===== config.mk =====
export PLATFORM = sky130hd
export DESIGN_NAME = wb_arbiter
export DESIGN_NICKNAME = d
export VERILOG_FILES = /design/src/rtl/wb_arbiter.sv
export SDC_FILE = /design/constraint.sdc
export NUM_CORES = 1
export LEC_CHECK = 0
export BUFFER_PORTS_ARGS = -buffer_cell sky130_fd_sc_hd__buf_2
export CORE_ASPECT_RATIO = 1.75
export CORE_MARGIN = 1
export CORE_UTILIZATION = 51
export DETAILED_ROUTE_END_ITERATION = 12
export GPL_TIMING_DRIVEN = 0
export PLACE_DENSITY = 0.75
export SYNTH_ARGS = -nofsm -noshare
export SYNTH_HDL_FRONTEND = slang
export SYNTH_SLANG_ARGS = --single-unit

===== constraint.sdc =====
create_clock -name clk -period 2 [get_ports clk]
set_clock_uncertainty 0.05 [all_clocks]
set_input_delay 0.2 -clock clk [delete_from_list [all_inputs] [get_ports clk]]
set_output_delay 0.2 -clock clk [all_outputs]
set_load 0.01 [all_outputs]

===== src/rtl/wb_arbiter.sv =====
// Regfile write-port arbiter: MEM-stage writeback vs. a FIFO-buffered multi-cycle unit.
// Define WB_ARB_BYPASS_EN to let a B result skip an empty, idle FIFO for 1-cycle latency.
module wb_arbiter #(
  parameter int DEPTH        = 4,
  parameter int STARVE_LIMIT = 8
) (
  input  logic        clk,
  input  logic        reset_n,
  input  logic        mem_we,
  input  logic [4:0]  mem_addr,
  input  logic [31:0] mem_data,
  input  logic        b_valid,
  input  logic [4:0]  b_addr,
  input  logic [31:0] b_data,
  output logic        b_ready,
  output logic        stall_req,
  output logic [31:0] pend_mask,
  output logic        wb_we,
  output logic [4:0]  wb_addr,
  output logic [31:0] wb_data
);

  localparam int PTR_W = (DEPTH > 1) ? $clog2(DEPTH) : 1;
  localparam int CNT_W = $clog2(STARVE_LIMIT + 1);
  localparam logic [PTR_W:0]   FULL_CNT  = (PTR_W + 1)'(DEPTH);
  localparam logic [CNT_W-1:0] LIMIT_CNT = CNT_W'(STARVE_LIMIT);

  function automatic logic [31:0] addr_onehot(input logic [4:0] addr);
    return 32'd1 << addr;
  endfunction

  logic [4:0]       fifo_addr [DEPTH];
  logic [31:0]      fifo_data [DEPTH];
  logic [DEPTH-1:0] fifo_vld;
  logic [DEPTH-1:0] fifo_vld_nxt;
  logic [PTR_W-1:0] rd_ptr;
  logic [PTR_W-1:0] wr_ptr;
  logic [PTR_W:0]   fifo_cnt;
  logic [CNT_W-1:0] starve_cnt;
  logic             stall_q;

  logic             full;
  logic             empty;
  logic             push;
  logic             pop;
  logic             bypass;
  logic             gnt_vld_p0;
  logic [4:0]       gnt_addr_p0;
  logic [31:0]      gnt_data_p0;

  assign full      = (fifo_cnt == FULL_CNT);
  assign empty     = (fifo_cnt == '0);
  assign b_ready   = !full;
  assign stall_req = stall_q;

`ifdef WB_ARB_BYPASS_EN
  assign bypass = empty && !mem_we && !stall_q && b_valid;
`else
  assign bypass = 1'b0;
`endif

  // A bypassed B result goes straight to the output register and never occupies a slot.
  assign push = b_valid && !full && !bypass;

  // Stage p0: grant selection
  always_comb begin
    pop         = 1'b0;
    gnt_vld_p0  = 1'b0;
    gnt_addr_p0 = '0;
    gnt_data_p0 = '0;
    if (stall_q) begin
      pop = !empty;
    end else if (mem_we) begin
      gnt_vld_p0  = 1'b1;
      gnt_addr_p0 = mem_addr;
      gnt_data_p0 = mem_data;
    end else if (!empty) begin
      pop = 1'b1;
    end else if (bypass) begin
      gnt_vld_p0  = 1'b1;
      gnt_addr_p0 = b_addr;
      gnt_data_p0 = b_data;
    end
    if (pop) begin
      gnt_vld_p0  = 1'b1;
      gnt_addr_p0 = fifo_addr[rd_ptr];
      gnt_data_p0 = fifo_data[rd_ptr];
    end
  end

  always_comb begin
    pend_mask = '0;
    for (int i = 0; i < DEPTH; i++) begin
      if (fifo_vld[i]) pend_mask = pend_mask | addr_onehot(fifo_addr[i]);
    end
  end

  always_comb begin
    fifo_vld_nxt = fifo_vld;
    if (pop)  fifo_vld_nxt[rd_ptr] = 1'b0;
    if (push) fifo_vld_nxt[wr_ptr] = 1'b1;
  end

  always_ff @(posedge clk or negedge reset_n) begin
    if (!reset_n) begin
      rd_ptr   <= '0;
      wr_ptr   <= '0;
      fifo_cnt <= '0;
      fifo_vld <= '0;
    end else begin
      fifo_vld <= fifo_vld_nxt;
      if (push) wr_ptr <= wr_ptr + 1'b1;
      if (pop)  rd_ptr <= rd_ptr + 1'b1;
      unique case ({push, pop})
        2'b10:   fifo_cnt <= fifo_cnt + 1'b1;
        2'b01:   fifo_cnt <= fifo_cnt - 1'b1;
        default: fifo_cnt <= fifo_cnt;
      endcase
    end
  end

  // Entry payload is only observed through fifo_vld, so it needs no reset.
  always_ff @(posedge clk) begin
    if (push) begin
      fifo_addr[wr_ptr] <= b_addr;
      fifo_data[wr_ptr] <= b_data;
    end
  end

  // The counter saturates at the limit; the stall cycle pops the head, which clears it.
  always_ff @(posedge clk or negedge reset_n) begin
    if (!reset_n) begin
      starve_cnt <= '0;
      stall_q    <= 1'b0;
    end else begin
      stall_q <= (starve_cnt == LIMIT_CNT) && !stall_q;
      if (empty || pop) begin
        starve_cnt <= '0;
      end else if (starve_cnt != LIMIT_CNT) begin
        starve_cnt <= starve_cnt + 1'b1;
      end
    end
  end

  // Stage p1: regfile write register
  always_ff @(posedge clk or negedge reset_n) begin
    if (!reset_n) begin
      wb_we   <= 1'b0;
      wb_addr <= '0;
      wb_data <= '0;
    end else begin
      wb_we <= gnt_vld_p0 && (gnt_addr_p0 != 5'd0);
      if (gnt_vld_p0) begin
        wb_addr <= gnt_addr_p0;
        wb_data <= gnt_data_p0;
      end
    end
  end

endmodule


# Yosys cells after proc, flatten, opt, wreduce, memory -nomap -nowiden
# Memories as Yosys holds them, arrays and structs flattened.
# Cells that the tools add are included.
[word_totals] register_bits=54 mem_bits_rw=148 in_bits=78 out_inout_bits=72 word_cells=75 mem_count=2
[op_classes] n_addsub=5 magnitude_cmp=4 n_eq_ne=5 shifts=4 muxes=27 n_bitwise=6 reduce_logical=13
[mem_list] memory="fifo_data" words=4 width=32 read_ports=1 rd_ports_with_merged_regs=0 wr=1 line_no="33" text="logic [31:0] fifo_data [DEPTH];"
[mem_list] memory="fifo_addr" words=4 width=5 read_ports=5 rd_ports_with_merged_regs=0 wr=1 line_no="32" text="logic [4:0] fifo_addr [DEPTH];"
[op_table] operator="$mux W32" n=7
[op_table] operator="$shl A1 B5 Y32 const A" n=4
[op_table] operator="$or A32 B32 Y32" n=3
[op_table] operator="$mux W4" n=4
[op_table] operator="$mux W5" n=3
[op_table] operator="$mux W1" n=10
[op_table] operator="$lt A2 B3 Y1 const B" n=2
[op_table] operator="$pmux W3 S2" n=1
[op_table] operator="$logic_and A1 B1 Y1" n=5
[op_table] operator="$reduce_bool A5 Y1" n=1
[op_table] operator="$add A2 B1 Y2 const B" n=2
[op_table] operator="$add A4 B1 Y4 const B" n=1
[op_table] operator="$and A4 B4 Y4" n=1
[op_table] operator="$demux W1 S2" n=2
[op_table] operator="$eq A4 B4 Y1 const B" n=1
[op_table] operator="$ge A2 B1 Y1 const B" n=2
[op_table] operator="$ne A4 B4 Y1 const B" n=1
[op_table] operator="$not A4 Y4" n=1
[op_table] operator="$or A4 B4 Y4" n=1
[op_table] operator="$reduce_bool A2 Y1" n=2
[op_table] operator="$add A3 B1 Y3 const B" n=1
[op_table] operator="$eq A3 B3 Y1 const B" n=1
[op_table] operator="$logic_not A1 Y1" n=3
[op_table] operator="$logic_not A3 Y1" n=1
[op_table] operator="4 further kinds" n=4

# Logic depth before layout (Yosys ltp)
[depth] ltp_word=9 mapped_depth=10 ltp_nobuf=10

# Worst setup path after synthesis
# Ideal clock, no wire load.
[synth_path] path_kind="flip-flop to flip-flop" startpoint="register fifo_cnt[0]" endpoint="register fifo_cnt[2]" setup_time_ns=0.079 arrival_time_ns=2.033 required_ns=1.871 slack_ns=-0.162 stages_incl_launch_ff=10 path_buffers=1 period_less_slack_ns=2.162 cell_sequence="dfrtp_1 -> nor3_1 -> buf_2 -> nor2_1 -> ha_1 -> inv_1 -> fa_1 -> xor2_1 -> nor2_1 -> xor2_1"
[synth_via] elab_chain_len=6 elab_cells_between_ends=14 classes_between="2 x add/sub; 3 x eq/ne; 4 x mux; 5 x reduce/logical"
[synth_lines] element="start, declared" line_no="38" text="logic [PTR_W:0] fifo_cnt;"
[synth_lines] element="start signal, assigned" line_no="115" text="2'b10: fifo_cnt <= fifo_cnt + 1'b1;"
[synth_lines] element="start signal, assigned" line_no="116" text="2'b01: fifo_cnt <= fifo_cnt - 1'b1;"
[synth_lines] element="start signal, assigned" line_no="117" text="default: fifo_cnt <= fifo_cnt;"
[synth_lines] element="$logic_not A3 Y1" line_no="52" text="assign empty = (fifo_cnt == '0);"
[synth_lines] element="$mux W1" line_no="77" text="end else if (!empty) begin"
[synth_lines] element="$mux W1" line_no="73" text="end else if (mem_we) begin"
[synth_lines] element="$mux W1" line_no="71" text="if (stall_q) begin"
[synth_lines] element="$eq A2 B1 Y1 / $eq A2 B2 Y1 (equally long branches)" line_no="114" text="unique case ({push, pop})"
[synth_lines] element="$pmux W3 S2 / $reduce_bool A2 Y1 (equally long branches)"
# Parallel ways exist; a longest one is shown, timed or not.
# A chain may end at the register's enable or synchronous reset.

# Final worst setup path
[layout_path] startpoint="register fifo_vld[1]" endpoint="output port pend_mask[31]"
[layout_via] elab_chain_len=5
[layout_lines] element="start, declared" line_no="34" text="logic [DEPTH-1:0] fifo_vld;"
[layout_lines] element="start signal, assigned" line_no="111" text="fifo_vld <= fifo_vld_nxt;"
[layout_lines] element="$mux W32 (*)" line_no="94" text="if (fifo_vld[i]) pend_mask = pend_mask | addr_onehot(fifo_addr[i]);"
[layout_lines] element="$or A32 B32 Y32" line_no="94"
[layout_lines] element="$mux W32 (*)" line_no="94"
[layout_lines] element="$or A32 B32 Y32" line_no="94"
[layout_lines] element="$mux W32 (*)" line_no="94"
[layout_lines] element="end, declared" line_no="17" text="output logic [31:0] pend_mask,"
# Every way passes the cells marked *; elsewhere a longest branch is shown, timed or not.

==> flow_metrics.env <==
export IMPL_status="complete, but fails checks"
export IMPL_violations="negative setup slack"
export IMPL_root_buffer="clkbuf_16"
export IMPL_min_from="b_valid"
export IMPL_yosysUniqueCellTypes=47
export IMPL_slowest_delay_ns=0.47
export IMPL_gp_congestion=1.037
export IMPL_ys_seq_elements=202
export IMPL_crit_path_end_kind="output port"
export IMPL_p_leak_nw=5.230
export IMPL_first_iter_violations=603
export IMPL_viasPerCell=6.061
export IMPL_num_vias=7443
export IMPL_synth_flop_cell="edfxtp_1"
export IMPL_stdcell_area_sq_um=13170
export IMPL_fin_crit_ns=2.329
export IMPL_ant_nets=0
export IMPL_syn_area_sq_um=9082
export IMPL_drive_above_1_share_pct=46.13
export IMPL_dp_hpwl_microns=19620
export IMPL_ys_top_cells_by_area="edfxtp_1 (49%), dfrtp_1 (15%), mux4_2 (8.7%)"
export IMPL_crit_path_top_delay_cell="dfrtp_2"
export IMPL_sw_frac_of_total_pct=35.22
export IMPL_power_w=0.01598
export IMPL_synth_edf_count=148
export IMPL_synth_nets=732
export IMPL_clkTransAtPathRegs_ns=0.07
export IMPL_hold_viol=0
export IMPL_synth_seq_area_share_pct=63.81
export IMPL_crit_required_ns=1.75
export IMPL_wl_per_cell_microns=27.04
export IMPL_layout_setup_ws_ns=-0.3289
export IMPL_finalSetupViolations=34
export IMPL_layout_commonest_cell="edfxtp_1"
export IMPL_grt_total_usage_pct=37.47
export IMPL_ios=150
export IMPL_power_density_nw_per_um2=1213
export IMPL_nNetsFinal=1075
export IMPL_whs_path_depth=4
export IMPL_r2r_setup_slack_ns=-0.09
export IMPL_ys_async_sr_fraction_pct=26.73
export IMPL_period_share_pct=116.4
export IMPL_grt_pass1_vias=7784
export IMPL_cap_viol_max_count=0
export IMPL_yosysWarnings=0
export IMPL_final_cell_mix="edfxtp_1 (148), buf_2 (143), buf_4 (85)"
export IMPL_holdCritPathClass="in -> reg"
export IMPL_p_seq_share_pct=39.2
export IMPL_p_int_w=0.01035
export IMPL_p_switching_w=0.005627
export IMPL_antenna_found_initial=2
export IMPL_avgSynthCellArea_sq_um=14.15
export IMPL_grt_ovfl_total=0
export IMPL_core_area_sq_um=17460
export IMPL_grt_pass1_wl_microns=47780
export IMPL_cts_tree="done"
export IMPL_yosysTopAreaCell="edfxtp_1"
export IMPL_htreeDepth=1
export IMPL_cts_made_buffers=16
export IMPL_path_cells="buf_4, nand2_8, nor2_4, nand3_1, o211ai_1, buf_2"
export IMPL_cts_buffer_depth=3
export IMPL_r2r_end="wb_we$_DFF_PN0_"
export IMPL_hold_end="wr_ptr[0]$_DFFE_PN0P_"
export IMPL_wl_microns=33210
export IMPL_combinationalPowerShare_pct=41.8
export IMPL_tightest_slew_ns=0.7900
export IMPL_portBuffers=149
export IMPL_crit_type="reg -> out"
export IMPL_rsz0062_at_grt="yes"
export IMPL_grt_max_degree=55
export IMPL_p_clk_share_pct=19.0
export IMPL_drcViolationCount=0
export IMPL_row_count=64
export IMPL_ir_drop_mv=1.082
export IMPL_max_freq_mhz=429.4
export IMPL_critPathLaunchType="flop"
export IMPL_die_height_microns=178.5
export IMPL_reg2reg_from="fifo_addr[2][0]$_DFFE_PP_"
export IMPL_crit_arrival_ns=2.08
export IMPL_clock_sinks=202
export IMPL_rr_worst_depth=6
export IMPL_tns_ns=-6.125
export IMPL_start_util_pct=52.03
export IMPL_synthCells=642
export IMPL_area_growth_pct=45.05
export IMPL_fp_dieArea_sq_um=18370
export IMPL_timing_hold_ws_ns=0.2182
export IMPL_drv_slew=0
export IMPL_cp_max_fo=5
export IMPL_max_slew_margin_pct=47.33
export IMPL_yosysTopAreaCellShare_pct=48.93
export IMPL_fp_dieW_microns=102.9
export IMPL_placed_cell_area_sq_um=10120
export IMPL_first_pass_iters=5
export IMPL_clock_latency_ns=0.48
## area by class of cell
type | count | area, sq um
antenna | 2 | 5.005
buffer | 32 | 275.3
clock buffer | 26 | 479.2
clock inverter | 2 | 10.01
fill | 1100 | 4283
inverter | 12 | 53.80
multi-input combinational | 394 | 3815
sequential | 202 | 5802
tap | 231 | 289.0
timing repair buffer | 327 | 2445
## Yosys cell counts, types with 7 or more instances
cell type	instances
a32oi_1	12
buf_2	7
clkbuf_1	25
dfrtp_1	54
edfxtp_1	148
ha_1	11
inv_1	12
mux2i_1	38
mux4_2	35
nand2_1	77
nand2b_1	13
nand3_1	19
nor2_1	28
nor2b_1	18
nor3_1	12
o21ai_0	41
o221ai_1	7
## stage by stage
stage	util, %	std cells	setup slack, ns
global route	75.47	1228	-0.3483
floorplan	-	642	-0.03877
global placement	58.00	1022	-0.6199
detailed placement	58.00	1022	-0.4988
CTS	71.42	1183	-0.2538
finish	75.47	1228	-0.3289
## repair_timing
| action | 4_1_cts | 5_1_grt |
|---|---|---|
| gates resized for setup | 181 | 86 |
| buffers inserted | 61 | 44 |
| hold endpoints to repair | 186 | 54 |
| hold buffers | 74 | 1 |
| setup endpoints to repair | 222 | 58 |
| pin swaps | 31 | 34 |
| gates cloned | 0 | 1 |
## registers in the layout, indices dropped and copies added (netlist names), 2 cells and up
signal,cells
starve_cnt,4
fifo_vld,4
fifo_data,128
wb_addr,5
wr_ptr,2
fifo_cnt,3
fifo_addr,20
wb_data,32
rd_ptr,2
## critical path, delay by kind of cell (launching register included)
family | cells | cell delay (ns)
DFF | 1 | 0.47
buffers and inverters | 2 | 0.35
AOI/OAI and AO/OA | 1 | 0.18
and+or+nand+nor | 3 | 0.61
## logic make-up (layout without fill, tap and decap cells)
| group | Yosys count | in the layout | synth area share, % |
|---|---|---|---|
| other | 0 | 2 | 0 |
| adder cells (fa/ha/maj) | 12 | 12 | 1.736 |
| AND/OR/NAND/NOR | 197 | 197 | 10.39 |
| flip-flops | 202 | 202 | 63.81 |
| multiplexers | 76 | 76 | 13.57 |
| buffers and inverters | 46 | 399 | 2.080 |
| XOR/XNOR | 8 | 8 | 0.7714 |
| AO/OA/AOI/OAI | 101 | 101 | 7.646 |
## per-layer routing
layer  global-route usage (%)  up-vias  part of all wire [%]
met5                        0        -                     0
li1                         -     3156                     -
met3                    8.503      126                   7.7
met1                    40.28     3703                    32
met2                    65.06      458                    54
met4                    23.94        0                   6.7
## power by group through the flow
stage / Combinational [W] / Clock [W] / Sequential [W]
after CTS: 0.00581 / 0.00303 / 0.00620
after global routing: 0.00706 / 0.00320 / 0.00632
after global placement: 0.00467 / 0 / 0.00616
final: 0.00668 / 0.00304 / 0.00626
after floorplan: 0.00303 / 0 / 0.00617
after detailed placement: 0.00478 / 0 / 0.00624
## how the worst max path moves through the flow
stage | slack [ns] | startpoint | to
3_3_place_gp | -0.62 | fifo_addr[0][0]$_DFFE_PP_ | pend_mask[18]
6_report | -0.33 | fifo_vld[1]$_DFF_PN0_ | pend_mask[31]
2_1_floorplan | -0.04 | fifo_cnt[0]$_DFFE_PN0P_ | fifo_cnt[2]$_DFFE_PN0P_
5_1_grt | -0.35 | fifo_addr[2][4]$_DFFE_PP_ | pend_mask[8]
4_1_cts | -0.25 | fifo_addr[1][0]$_DFFE_PP_ | pend_mask[0]
3_5_place_dp | -0.50 | fifo_addr[1][3]$_DFFE_PP_ | pend_mask[27]
Note: power is estimated with default switching activity, not from simulation.
